<file path="config.mk">
export PLATFORM = sky130hd
export DESIGN_NAME = stream_demux1to2_flat
export DESIGN_NICKNAME = d
export VERILOG_FILES = /design/src/rtl/stream_demux1to2_if.sv /design/src/rtl/stream_demux1to2.sv /design/src/flat_wrapper.sv
export SDC_FILE = /design/constraint.sdc
export NUM_CORES = 1
export LEC_CHECK = 0
export CAP_MARGIN = 20
export CELL_PAD_IN_SITES_DETAIL_PLACEMENT = 1
export CELL_PAD_IN_SITES_GLOBAL_PLACEMENT = 1
export CORE_UTILIZATION = 25
export CTS_CLUSTER_DIAMETER = 100
export DETAILED_ROUTE_END_ITERATION = 7
export PLACE_DENSITY_LB_ADDON = 0.1
export SLEW_MARGIN = 20
export SYNTH_ARGS = -nofsm -noshare
export SYNTH_HDL_FRONTEND = slang
export SYNTH_SLANG_ARGS = --single-unit
</file>
<file path="constraint.sdc">
create_clock -name i_clk -period 1.6 [get_ports i_clk]
set_input_delay 0.16 -clock i_clk [delete_from_list [all_inputs] [get_ports i_clk]]
set_output_delay 0.16 -clock i_clk [all_outputs]
set_load 0.005 [all_outputs]
</file>
<file path="src/rtl/stream_demux1to2_if.sv">
// rtl/stream_demux1to2_if.sv - handshake bundle for the 1-to-2 stream demultiplexer
//
// Purpose: groups the input stream, the destination select and both output
// streams of stream_demux1to2 into one interface.
// Modports:
//   slave  - the demux: consumes i_valid/i_data/i_last/i_sel/i_ready_0/i_ready_1,
//            drives o_ready/o_valid_k/o_data_k/o_last_k
//   master - the environment around the demux (upstream source and both sinks)
interface stream_demux1to2_if #(
  parameter int DATA_WIDTH = 8
);
  logic                  i_valid;
  logic                  o_ready;
  logic [DATA_WIDTH-1:0] i_data;
  logic                  i_last;
  logic                  i_sel;
  logic                  o_valid_0;
  logic                  o_valid_1;
  logic                  i_ready_0;
  logic                  i_ready_1;
  logic [DATA_WIDTH-1:0] o_data_0;
  logic [DATA_WIDTH-1:0] o_data_1;
  logic                  o_last_0;
  logic                  o_last_1;

  modport slave (
    input  i_valid, i_data, i_last, i_sel, i_ready_0, i_ready_1,
    output o_ready, o_valid_0, o_valid_1, o_data_0, o_data_1, o_last_0, o_last_1
  );

  modport master (
    output i_valid, i_data, i_last, i_sel, i_ready_0, i_ready_1,
    input  o_ready, o_valid_0, o_valid_1, o_data_0, o_data_1, o_last_0, o_last_1
  );
endinterface

</file>
<file path="src/rtl/stream_demux1to2.sv">
// rtl/stream_demux1to2.sv - registered 1-to-2 packet stream demultiplexer
//
// Purpose: routes whole packets from one valid/ready input stream to one of
// two outputs. The destination is taken from i_sel on a packet's first beat
// and locked until its i_last beat. Each output has a one-entry register slot
// (1-cycle latency, full throughput while the downstream is ready).
// Optional feature macro: STREAM_DEMUX_CNT_EN enables the per-output
// completed-packet counters; without it o_cnt_0/o_cnt_1 are tied to 0.
// Ports:
//   i_clk   - clock, rising edge
//   i_rst   - asynchronous active-high reset
//   bus     - stream_demux1to2_if.slave: input stream, i_sel, both output streams
//   o_busy  - high while inside a multi-beat packet
//   o_cnt_0 - packets completed on output 0 (feature only)
//   o_cnt_1 - packets completed on output 1 (feature only)
module stream_demux1to2 #(
  parameter int DATA_WIDTH = 8,
  parameter int CNT_WIDTH  = 16
) (
  input  logic                  i_clk,
  input  logic                  i_rst,
  stream_demux1to2_if.slave     bus,
  output logic                  o_busy,
  output logic [CNT_WIDTH-1:0]  o_cnt_0,
  output logic [CNT_WIDTH-1:0]  o_cnt_1
);

  typedef enum logic {IDLE, IN_PKT} state_t;

  state_t                state_q;
  logic                  route_q;
  logic                  busy_q;
  logic                  valid_0_q, valid_1_q;
  logic                  last_0_q, last_1_q;
  logic [DATA_WIDTH-1:0] data_0_q, data_1_q;

  logic route_eff;
  logic slot_free_0, slot_free_1;
  logic ready;
  logic accept;
  logic load_0, load_1;
  logic drain_0, drain_1;

  // The head beat follows i_sel directly; later beats use the locked route.
  assign route_eff   = (state_q == IN_PKT) ? route_q : bus.i_sel;
  assign slot_free_0 = !valid_0_q || bus.i_ready_0;
  assign slot_free_1 = !valid_1_q || bus.i_ready_1;
  assign ready       = route_eff ? slot_free_1 : slot_free_0;
  assign accept      = bus.i_valid && ready;
  assign load_0      = accept && !route_eff;
  assign load_1      = accept && route_eff;
  assign drain_0     = valid_0_q && bus.i_ready_0;
  assign drain_1     = valid_1_q && bus.i_ready_1;

  always_ff @(posedge i_clk or posedge i_rst) begin
    if (i_rst) begin
      state_q   <= IDLE;
      route_q   <= 1'b0;
      busy_q    <= 1'b0;
      valid_0_q <= 1'b0;
      valid_1_q <= 1'b0;
      last_0_q  <= 1'b0;
      last_1_q  <= 1'b0;
      data_0_q  <= '0;
      data_1_q  <= '0;
    end else begin
      // Slot k only reloads when free, so its data/last stay stable while stalled.
      if (load_0) begin
        valid_0_q <= 1'b1;
        data_0_q  <= bus.i_data;
        last_0_q  <= bus.i_last;
      end else if (drain_0) begin
        valid_0_q <= 1'b0;
      end

      if (load_1) begin
        valid_1_q <= 1'b1;
        data_1_q  <= bus.i_data;
        last_1_q  <= bus.i_last;
      end else if (drain_1) begin
        valid_1_q <= 1'b0;
      end

      case (state_q)
        IDLE: begin
          if (accept && !bus.i_last) begin
            state_q <= IN_PKT;
            route_q <= bus.i_sel;
            busy_q  <= 1'b1;
          end
        end
        IN_PKT: begin
          if (accept && bus.i_last) begin
            state_q <= IDLE;
            busy_q  <= 1'b0;
          end
        end
        default: begin
          state_q <= IDLE;
          busy_q  <= 1'b0;
        end
      endcase
    end
  end

  assign bus.o_ready   = ready;
  assign bus.o_valid_0 = valid_0_q;
  assign bus.o_valid_1 = valid_1_q;
  assign bus.o_data_0  = data_0_q;
  assign bus.o_data_1  = data_1_q;
  assign bus.o_last_0  = last_0_q;
  assign bus.o_last_1  = last_1_q;
  assign o_busy        = busy_q;

`ifdef STREAM_DEMUX_CNT_EN
  logic [CNT_WIDTH-1:0] cnt_0_q, cnt_1_q;

  // A packet counts as complete when its last beat leaves the slot.
  always_ff @(posedge i_clk or posedge i_rst) begin
    if (i_rst) begin
      cnt_0_q <= '0;
      cnt_1_q <= '0;
    end else begin
      if (drain_0 && last_0_q) cnt_0_q <= cnt_0_q + 1'b1;
      if (drain_1 && last_1_q) cnt_1_q <= cnt_1_q + 1'b1;
    end
  end

  assign o_cnt_0 = cnt_0_q;
  assign o_cnt_1 = cnt_1_q;
`else
  assign o_cnt_0 = '0;
  assign o_cnt_1 = '0;
`endif

endmodule

</file>
<file path="src/flat_wrapper.sv">
// flat-port wrapper written by rule: the top's interface ports become plain ports
module stream_demux1to2_flat 
#(
  parameter int DATA_WIDTH = 8,
  parameter int CNT_WIDTH  = 16
)
  (i_clk, i_rst, o_busy, o_cnt_0, o_cnt_1, bus_i_valid, bus_i_data, bus_i_last, bus_i_sel, bus_i_ready_0, bus_i_ready_1, bus_o_ready, bus_o_valid_0, bus_o_valid_1, bus_o_data_0, bus_o_data_1, bus_o_last_0, bus_o_last_1);
  stream_demux1to2_if #(.DATA_WIDTH(DATA_WIDTH)) bus_i ();
  input  logic i_clk;
  input  logic i_rst;
  output logic o_busy;
  output logic [CNT_WIDTH-1:0] o_cnt_0;
  output logic [CNT_WIDTH-1:0] o_cnt_1;
  input wire logic [$bits(bus_i.i_valid)-1:0] bus_i_valid;
  input wire logic [$bits(bus_i.i_data)-1:0] bus_i_data;
  input wire logic [$bits(bus_i.i_last)-1:0] bus_i_last;
  input wire logic [$bits(bus_i.i_sel)-1:0] bus_i_sel;
  input wire logic [$bits(bus_i.i_ready_0)-1:0] bus_i_ready_0;
  input wire logic [$bits(bus_i.i_ready_1)-1:0] bus_i_ready_1;
  output wire logic [$bits(bus_i.o_ready)-1:0] bus_o_ready;
  output wire logic [$bits(bus_i.o_valid_0)-1:0] bus_o_valid_0;
  output wire logic [$bits(bus_i.o_valid_1)-1:0] bus_o_valid_1;
  output wire logic [$bits(bus_i.o_data_0)-1:0] bus_o_data_0;
  output wire logic [$bits(bus_i.o_data_1)-1:0] bus_o_data_1;
  output wire logic [$bits(bus_i.o_last_0)-1:0] bus_o_last_0;
  output wire logic [$bits(bus_i.o_last_1)-1:0] bus_o_last_1;
  assign bus_i.i_valid = bus_i_valid;
  assign bus_i.i_data = bus_i_data;
  assign bus_i.i_last = bus_i_last;
  assign bus_i.i_sel = bus_i_sel;
  assign bus_i.i_ready_0 = bus_i_ready_0;
  assign bus_i.i_ready_1 = bus_i_ready_1;
  assign bus_o_ready = bus_i.o_ready;
  assign bus_o_valid_0 = bus_i.o_valid_0;
  assign bus_o_valid_1 = bus_i.o_valid_1;
  assign bus_o_data_0 = bus_i.o_data_0;
  assign bus_o_data_1 = bus_i.o_data_1;
  assign bus_o_last_0 = bus_i.o_last_0;
  assign bus_o_last_1 = bus_i.o_last_1;
  stream_demux1to2 #(.DATA_WIDTH(DATA_WIDTH), .CNT_WIDTH(CNT_WIDTH)) u_core (.i_clk(i_clk), .i_rst(i_rst), .bus(bus_i), .o_busy(o_busy), .o_cnt_0(o_cnt_0), .o_cnt_1(o_cnt_1));
endmodule
</file>
# == Word level (Yosys, flattened, before mapping) ==
# Index checks and enable logic that the tools add are counted.
# op_classes
n_eq_ne,2
n_mux,12
n_bitwise,1
n_reduce_logical,17
# ops
cell,count
1-bit two-way mux,10
1-bit logical AND,7
1-bit zero test,4
1-bit case mux with 2 select lines,2
2-bit AND reduction,2
2-bit nonzero test,2
1-bit logical OR,2
2-bit by 1-bit != test with 1-bit output (second input constant),1
2-bit != test (second input constant),1
1-bit NOT,1
# word_totals
ff_bits,23
word_cells,41

# == Depth between registers and ports, before layout ==
# Gate-level depths: netlist of run 1.
# depth
word_depth,7
depth_mapped,5
ltp_nobuf,4

# == Worst setup path after synthesis of run 1 ==
# Ideal clock, no wire load.
# synth_timing
path_type,reg-to-reg
startpoint,reg with a tool-made name
endpoint,reg u_core.route_q
t_arrival_ps,1414
slack_ps,59
path_stages_with_launch,5
path_buffers,0
path_cell_list,dfrtp_1 mux2i_1 nand3_2 a211oi_2 mux2_1
# synth_rtl
element,line,text
to (signal assigned),stream_demux1to2.sv:88,route_q <= bus.i_sel;
to (decl),stream_demux1to2.sv:31,logic route_q;

==> results_dict.tcl, run 1 <==
set metrics [dict create \
    synth_area_leaders "dfrtp_1 (47%), buf_4 (20%), mux2_2 (12%), mux2_4 (7.4%), buf_6 (1.9%)" \
    power.total_mw 2.75 \
    final_util_pct 35.3 \
    path_clk_slew_ps 80 \
    drtIter0Drc 11 \
    power.density_nw_per_um2 1730 \
    layout.cells.non_filler 190 \
    ant_nets 0 \
    die_x_um 71.6 \
    synth_area_leader_cell "dfrtp_1" \
    p_leak_nw 0.751 \
    hold_class "in -> async" \
    core-area_um2 4500 \
    yosysMostFrequentCell "buf_4" \
    grt_pass1_vias 740 \
    critical_path_class "reg -> reg" \
    clock_latency_ps 260 \
    cts_tree "done" \
    cp-end-kind "flip-flop" \
    startpoint_type "flip-flop" \
    ys.flop_type "dfrtp_1" \
    tns_ps 0 \
    slew_violations 0 \
    max_cap_viol_count 0 \
    finalSetupViolCount 0 \
    synth.avg_cell_area_um2 12.8 \
    die_height_um 71.6 \
    critPathMostFrequentCell "buf_4" \
    clock_path_buffers 2 \
    ir_drop_v 0.000580 \
    hold_buffers 0 \
    die-area_um2 5130 \
    ys_seq_area_share_pct 47.5 \
    worst_ep_arrival_time_ps 1740 \
    viasPerCell 3.84 \
    syn_inst 95 \
    wl_per_cell_um 12.8 \
    drive_gt1_share_pct 24.6 \
    synth_cell_types 17 \
    overflow 0 \
    fill_cells 512 \
    top_level_ports 69 \
    crit_path_top_delay_cell "dfrtp_1" \
    fmax_ghz 0.630 \
    hold_viol_final 0 \
    fin_area_um2 1590 \
    antenna_found_initial 0 \
    syn-cell-area_um2 1210 \
    grt_pass1_wl_mm 3.75 \
    cts_setup_buffers 0 \
    placed_area_um2 1540 \
    cts.sinks 23 \
    crit_fanout 7 \
    dp_cells 186 \
    synthArstFlopShare_pct 100 \
    vias 729 \
    synth-edff-count 0 \
    dp_hpwl_mm 1.85 \
    fin_skew_ps 0.780 \
    rsz0062_at_grt "true" \
    syn2layout_area_growth_pct 31.3 \
    grt_start_max_net_pins 24 \
    drc 0 \
    start_util_pct 26.9 \
    yosys-top-cells-count "buf_4 (32), dfrtp_1 (23), mux2_2 (13), mux2_4 (6), nand2_1 (4)" \
    fin_crit_ps 1590 \
    cts_buffers 3 \
    critPathRequiredTime_ps 1750 \
    synth_top_area_share_pct 47.5 \
    wl_mm 2.43 \
    critPathMaxStageDelay_ps 400 \
    path_cells "mux2i_2 -> buf_4 -> nand3b_4 -> buf_4 -> mux2_2" \
    htree_num_levels 1 \
    yosys_warnings 0 \
    min_period_over_period_pct 99.2 \
    gp_congestion 0.702 \
    status "completed" \
    antenna_cells 0 \
    dr.pass1.iters 3 \
    cts_root_buffer "clkbuf_8" \
    finalNetCount 154 \
    ctsResizeCount 6 \
    grt_usage_pct 9.49 \
    ys_ff_latch 23 \
    io_buffers 36 \
    row_count 24 \
]
[cell usage in the layout (no fill, tap or decap), drive strengths merged]
master | Yosys | routed
clkbuf | 0 | 4
a211oi | 1 | 1
mux2 | 20 | 20
a21oi | 1 | 1
nand3 | 1 | 1
nand3b | 1 | 1
buf | 34 | 7
o21a | 1 | 1
inv | 3 | 3
dfrtp | 23 | 23
conb | 1 | 32
nand2b | 2 | 2
nand2 | 4 | 4
a311oi | 1 | 1
clkdlybuf4s50 | 0 | 35
mux2i | 2 | 2
[layout make-up]
class                   count  area [um^2]  area share (%)
clock buffers               4         45.0            2.83
multi-input cells          66          490            30.8
flip-flops and latches     23          576            36.2
well taps                  52         65.1            4.09
repair buffers             42          404            25.4
inverters                   3         11.3           0.708
[worst paths after layout]
check | from | endpoint | slack, ps | cells after the start
worst max-delay path | flip-flop | u_core.bus.o_data_1[3] | 10 | 5
worst min-delay path | i_rst | u_core.bus.o_data_1[5] | 240 | 3
worst max register to register | flip-flop | u_core.bus.o_data_1[3] | 10 | 5
worst min register to register | u_core.bus.o_last_1 | u_core.bus.o_last_1 | 510 | 1
max in group asynchronous | i_rst | u_core.bus.o_data_0[6] | 1120 | 3
min in group i_clk | u_core.bus.o_last_1 | u_core.bus.o_last_1 | 510 | 1
[critical path, delay by kind of cell, from the launching register on]
family	cells	cell delay, ps
simple gates	1	130
buf+inv	2	330
mux	2	620
flops	1	400
[metal layers]
layer	global-route usage, %	up-vias	routed length (um)
met1	11.9	356	965
met5	0	-	0
met2	15.6	38	1280
li1	-	333	-
met4	2.61	0	14
met3	3.23	2	171
[logic make-up after synthesis]
| logic type | after synthesis | share of synthesized area [%] |
|---|---|---|
| muxes | 22 | 22.1 |
| buffers and inverters | 37 | 22.6 |
| other | 1 | 0.309 |
| and+or+nand+nor | 8 | 4.75 |
| DFF | 23 | 47.5 |
| AOI/OAI and AO/OA | 4 | 2.79 |
[state kept, by name, summed over array words and instances, names as in the netlist, named ones only]
name and flops:
u_core.bus.o_last_1 1, u_core.o_busy 1, u_core.bus.o_valid_0 1, u_core.bus.o_last_0 1, u_core.bus.o_data_1 8, u_core.bus.o_data_0 8
u_core.route_q 1, u_core.bus.o_valid_1 1
[metrics by stage]
stage | hold slack, ps | setup WS (ps)
floorplan | 162 | 58.9
global placement | 471 | -118
detailed placement | 492 | -164
CTS | 254 | 1.02
global route | 286 | -52.3
finish | 242 | 12.6
[where the power goes]
group / leakage (nW) / internal [mW] / switching (mW)
logic: 0.455 / 0.921 / 0.427
registers: 0.273 / 0.874 / 0.162
clock network: 0.0228 / 0.178 / 0.187
total: 0.751 / 1.97 / 0.777
No activity file was read; power rests on OpenSTA's default activity.
==> run 2, diff against run 1 <==
- SETUP_SLACK_MARGIN: unset -> 0.5
==> run 2 against run 1 <==
  * Total power up 12%
  * Largest power group unchanged
  * Critical endpoint is now u_core.route_q
  * Cell count up 8.4%
  * Combinational power up 24%
==> results_dict.tcl, run 2 (synthesis gave the netlist of run 1 again) <==
set metrics [dict create \
    worstRegToRegCells 5 \
    grt_start_max_net_pins 16 \
    start_util_pct 26.9 \
    crit_fanout 3 \
    crit_buf_inv 1 \
    power.density_nw_per_um2 1710 \
    min_period_over_period_pct 97.4 \
    grt_pass1_vias 796 \
    dp_cells 185 \
    path_cells "mux2i_2 -> buf_4 -> nand3b_4 -> a211oi_2 -> mux2_4" \
    viasPerCell 3.83 \
    critical_path_class "reg -> reg" \
    cp-end-kind "flip-flop" \
    antenna_cells 0 \
    power.total_mw 3.08 \
    grt_usage_pct 10.1 \
    final_util_pct 40.0 \
    critPathRequiredTime_ps 1760 \
    ant_nets 0 \
    gp_congestion 0.641 \
    die-area_um2 5130 \
    fin_crit_ps 1560 \
    die_height_um 71.6 \
    fmax_ghz 0.641 \
    dr.pass1.iters 4 \
    layout.cells.non_filler 206 \
    path_clk_slew_ps 80 \
    htree_num_levels 1 \
    holdWs_ps 184 \
    row_count 24 \
    grt.busiest_layer "met2" \
    core-area_um2 4500 \
    rsz0062_at_grt "true" \
    cts_tree "done" \
    crit_family "multiplexers" \
    crit_path_top_delay_cell "dfrtp_1" \
    grt_pass1_wl_mm 4.00 \
    hold_viol_final 0 \
    grt_util_met2_pct 17.2 \
    clock_path_buffers 2 \
    reg2reg_slack_ps 40 \
    layout_common_cells "conb_1 (32), dfrtp_1 (23), clkdlybuf4s15_1 (18), buf_4 (18), mux2_4 (17)" \
    globalRouteMet1Util_pct 12.5 \
    status "completed" \
    drive_gt1_share_pct 35.7 \
    reg2reg_to "u_core.route_q" \
    vias 788 \
    worst_ep_arrival_time_ps 1710 \
    clock_latency_ps 260 \
    cts.sinks 23 \
    p_leak_nw 0.912 \
    hold_class "in -> async" \
    cts_buffers 3 \
    overflow 0 \
    io_buffers 36 \
    cts_root_buffer "clkbuf_8" \
    top_level_ports 69 \
    finalNetCount 170 \
    die_x_um 71.6 \
    drtIter0Drc 24 \
    slew_violations 0 \
    wl_per_cell_um 12.3 \
    syn2layout_area_growth_pct 48.6 \
    wl_mm 2.54 \
    grt_util_met3_pct 3.23 \
    antenna_found_initial 0 \
    ir_drop_v 0.000579 \
    fin_skew_ps 3.45 \
    critPathMaxStageDelay_ps 410 \
    drc 0 \
    startpoint_type "flip-flop" \
    final_common_cell "conb_1" \
    finalSetupViolCount 0 \
    max_cap_viol_count 0 \
    dp_hpwl_mm 1.91 \
]
[run 2: cell types whose count changed in the layout (fill, tap and decap cells not counted), moves of 2 or more]
cell             before  now
mux2_4                8   17
nand2_1               4    2
buf_12                0    3
clkdlybuf4s50_1      35   14
buf_4                 5   18
clkdlybuf4s15_1       0   18
dlygate4sd2_1         0    3
mux2_2               12    3
nand2_2               0    2
[run 2: how the worst max path moves through the flow]
stage                     startpoint              to  slack, ps  cells past startpoint
after floorplan            flip-flop  u_core.route_q         90                      4
after global placement     bus_i_sel     bus_o_ready       -210                      4
after detailed placement   bus_i_sel     bus_o_ready       -200                      4
after CTS                  flip-flop  u_core.route_q         20                      5
after global routing       flip-flop  u_core.route_q        -20                      5
final                      flip-flop  u_core.route_q         40                      5
[run 2: stage by stage]
step / setup slack, ps / setup TNS [ps] / cell area, um^2
6_report: 41.0 / 0 / 1800
5_1_grt: -24.3 / -24.3 / 1800
4_1_cts: 21.9 / 0 / 1720
2_1_floorplan: 94.0 / 0 / 1370
3_5_place_dp: -204 / -494 / 1610
3_3_place_gp: -209 / -574 / 1610
[run 2: layout make-up]
type | count | area [um^2]
clock buffers | 3 | 41.3
multi-input cells | 66 | 539
inverters | 3 | 11.3
flip-flops and latches | 23 | 576
repair buffers | 58 | 564
clock inverters | 1 | 5.00
well taps | 52 | 65.1
fillers | 503 | 2700
[run 2: routing by layer]
layer  vias up  share of wire [%]  wire, um
li1        366                  -         -
met4         0                  0         0
met1       382                 43      1090
met2        40                 51      1290
met3         0                6.2       156
met5         -                  0         0
[run 2: repair_timing]
action | CTS | global route
pin swaps | 1 | 0
hold buffers | 0 | 0
setup endpoints to repair | 45 | 44
resized for setup | 28 | 22
setup buffers | 11 | 6
[run 2: worst reg2reg max path, cell delays in order, from the launching register on]
cell and delay [ps]:
dfrtp_1 410, mux2i_2 170, buf_4 140, nand3b_4 190
a211oi_2 220, mux2_4 320
[run 2: power by group]
group	switching, mW	internal (mW)	total (mW)
registers	0.157	0.874	1.03
logic	0.528	1.15	1.68
clock network	0.190	0.174	0.364
==> run 3, diff against run 2 <==
- CORE_UTILIZATION: 25 -> 26
- CTS_BUF_LIST: unset -> sky130_fd_sc_hd__clkbuf_4 sky130_fd_sc_hd__clkbuf_8
- CTS_CLUSTER_SIZE: unset -> 8
==> run 3 against run 2 <==
  * The run now ends with negative setup slack left
  * Critical endpoint is now bus_o_ready
  * Total power up 7.1%
  * Utilization up 3.3 points
  * Non-clock buffer count is 10 higher
  * Largest power group unchanged
==> results_dict.tcl, run 3 (synthesis gave the netlist of run 1 again) <==
set metrics [dict create \
    wl_per_cell_um 12.9 \
    worst_ep_arrival_time_ps 1450 \
    ir_drop_v 0.000485 \
    placed_area_um2 1590 \
    top_level_ports 69 \
    crit_fanout 2 \
    layout_common_cells "conb_1 (32), buf_4 (24), dfrtp_1 (23), mux2_4 (16), clkdlybuf4s15_1 (15)" \
    clock_path_buffers 2 \
    fin_crit_ps 1610 \
    critPathRequiredTime_ps 1440 \
    min_period_over_period_pct 101 \
    p_leak_nw 0.969 \
    holdWs_ps 231 \
    startpoint_type "flip-flop" \
    ant_nets 0 \
    die_x_um 70.3 \
    cts_buffers 3 \
    drtIter0Drc 9 \
    htree_num_levels 1 \
    viasPerCell 3.94 \
    fin_area_um2 1910 \
    dp_hpwl_mm 1.84 \
    start_util_pct 27.5 \
    gp_congestion 0.679 \
    fin_skew_ps 7.49 \
    fmax_ghz 0.621 \
    max_cap_viol_count 0 \
    cts_tree "done" \
    grt_pass1_vias 867 \
    dr.pass1.iters 4 \
    fin_ws_ps -9.17 \
    overflow 0 \
    drive_gt1_share_pct 40.2 \
    cts_root_buffer "clkbuf_8" \
    path_clk_slew_ps 90 \
    cts.sinks 23 \
    row_count 24 \
    die_height_um 70.3 \
    slew_violations 0 \
    io_buffers 36 \
    grt_start_max_net_pins 24 \
    critical_path_class "reg -> out" \
    core-area_um2 4410 \
    rsz0062_at_grt "true" \
    syn2layout_area_growth_pct 57.5 \
    antenna_found_initial 0 \
    final_common_cell "conb_1" \
    post-place-ws_ps -172 \
    power.density_nw_per_um2 1730 \
    grt_usage_pct 11.7 \
    drc 0 \
    antenna_cells 0 \
    grt_pass1_wl_mm 4.40 \
    finalSetupViolCount 1 \
    vias 852 \
    wl_mm 2.79 \
    status "finished, violations left" \
    die-area_um2 4940 \
    finalNetCount 180 \
    hold_viol_final 0 \
    clock_latency_ps 270 \
    failed_checks "negative setup slack" \
    cp-end-kind "output pin" \
    hold_class "in -> async" \
]
[run 3: cell count changes in the layout (fill, tap and decap cells not counted), moves of 2 or more]
cell	before	now
buf_8	0	2
clkdlybuf4s15_1	18	15
buf_4	18	24
dlygate4sd2_1	3	5
buf_12	3	1
buf_6	2	5
[run 3: report_power, final]
part / switching, mW / leakage [nW] / internal (mW) / total (mW)
clock: 0.198 / 0.0255 / 0.174 / 0.372
sequential: 0.153 / 0.273 / 0.874 / 1.03
combinational: 0.605 / 0.670 / 1.29 / 1.90
total: 0.956 / 0.969 / 2.34 / 3.29
[run 3: area by class of cell]
class,count,area [um^2]
tap,52,65.1
clock buffer,3,41.3
timing repair buffer,68,653
multi-input combinational,66,558
fill,469,2500
inverter,3,11.3
sequential,23,576
clock inverter,1,5.00
[run 3: worst max-delay path, cell delays in order (launching register included)]
cell	delay [ps]
dfrtp_1	390
mux2i_2	250
buf_4	150
mux2_4	290
buf_6	110
[run 3: worst paths after layout]
| check | slack, ps | startpoint | to | depth (start not counted) |
|---|---|---|---|---|
| setup / recovery | -9 | flip-flop | bus_o_ready | 4 |
| hold / removal | 230 | i_rst | u_core.bus.o_data_0[5] | 3 |
| setup reg to reg | 10 | flip-flop | u_core.route_q | 5 |
| hold reg to reg | 520 | u_core.bus.o_last_0 | u_core.bus.o_last_0 | 1 |
| max in group asynchronous | 1120 | i_rst | u_core.bus.o_last_0 | 3 |
| min in group i_clk | 520 | u_core.bus.o_last_0 | u_core.bus.o_last_0 | 1 |
[run 3: per-stage QoR]
step           setup TNS (ps)  std cells  utilization (%)  power [mW]
4_1_cts                     0        205             40.5        3.07
6_report                -9.17        216             43.3        3.29
3_3_place_gp            -1450        188             36.1        2.47
3_5_place_dp            -2330        188             36.1        2.51
2_1_floorplan               0        126                -        1.80
5_1_grt                  -108        216             43.3        3.51
[run 3: layer usage]
metal | track usage (%) | vias to the layer above | share of wire (%)
met4 | 4.67 | 0 | 1.1
li1 | - | 386 | -
met3 | 2.60 | 2 | 7.0
met5 | 0 | - | 0
met2 | 20.6 | 42 | 54
met1 | 13.6 | 422 | 38
[run 3: what timing repair did]
item | in CTS | in global routing
setup endpoints to repair | 45 | 40
gates cloned | 1 | 0
gates resized for setup | 42 | 21
hold buffers | 0 | 0
buffers inserted | 12 | 11
pin swaps | 2 | 1
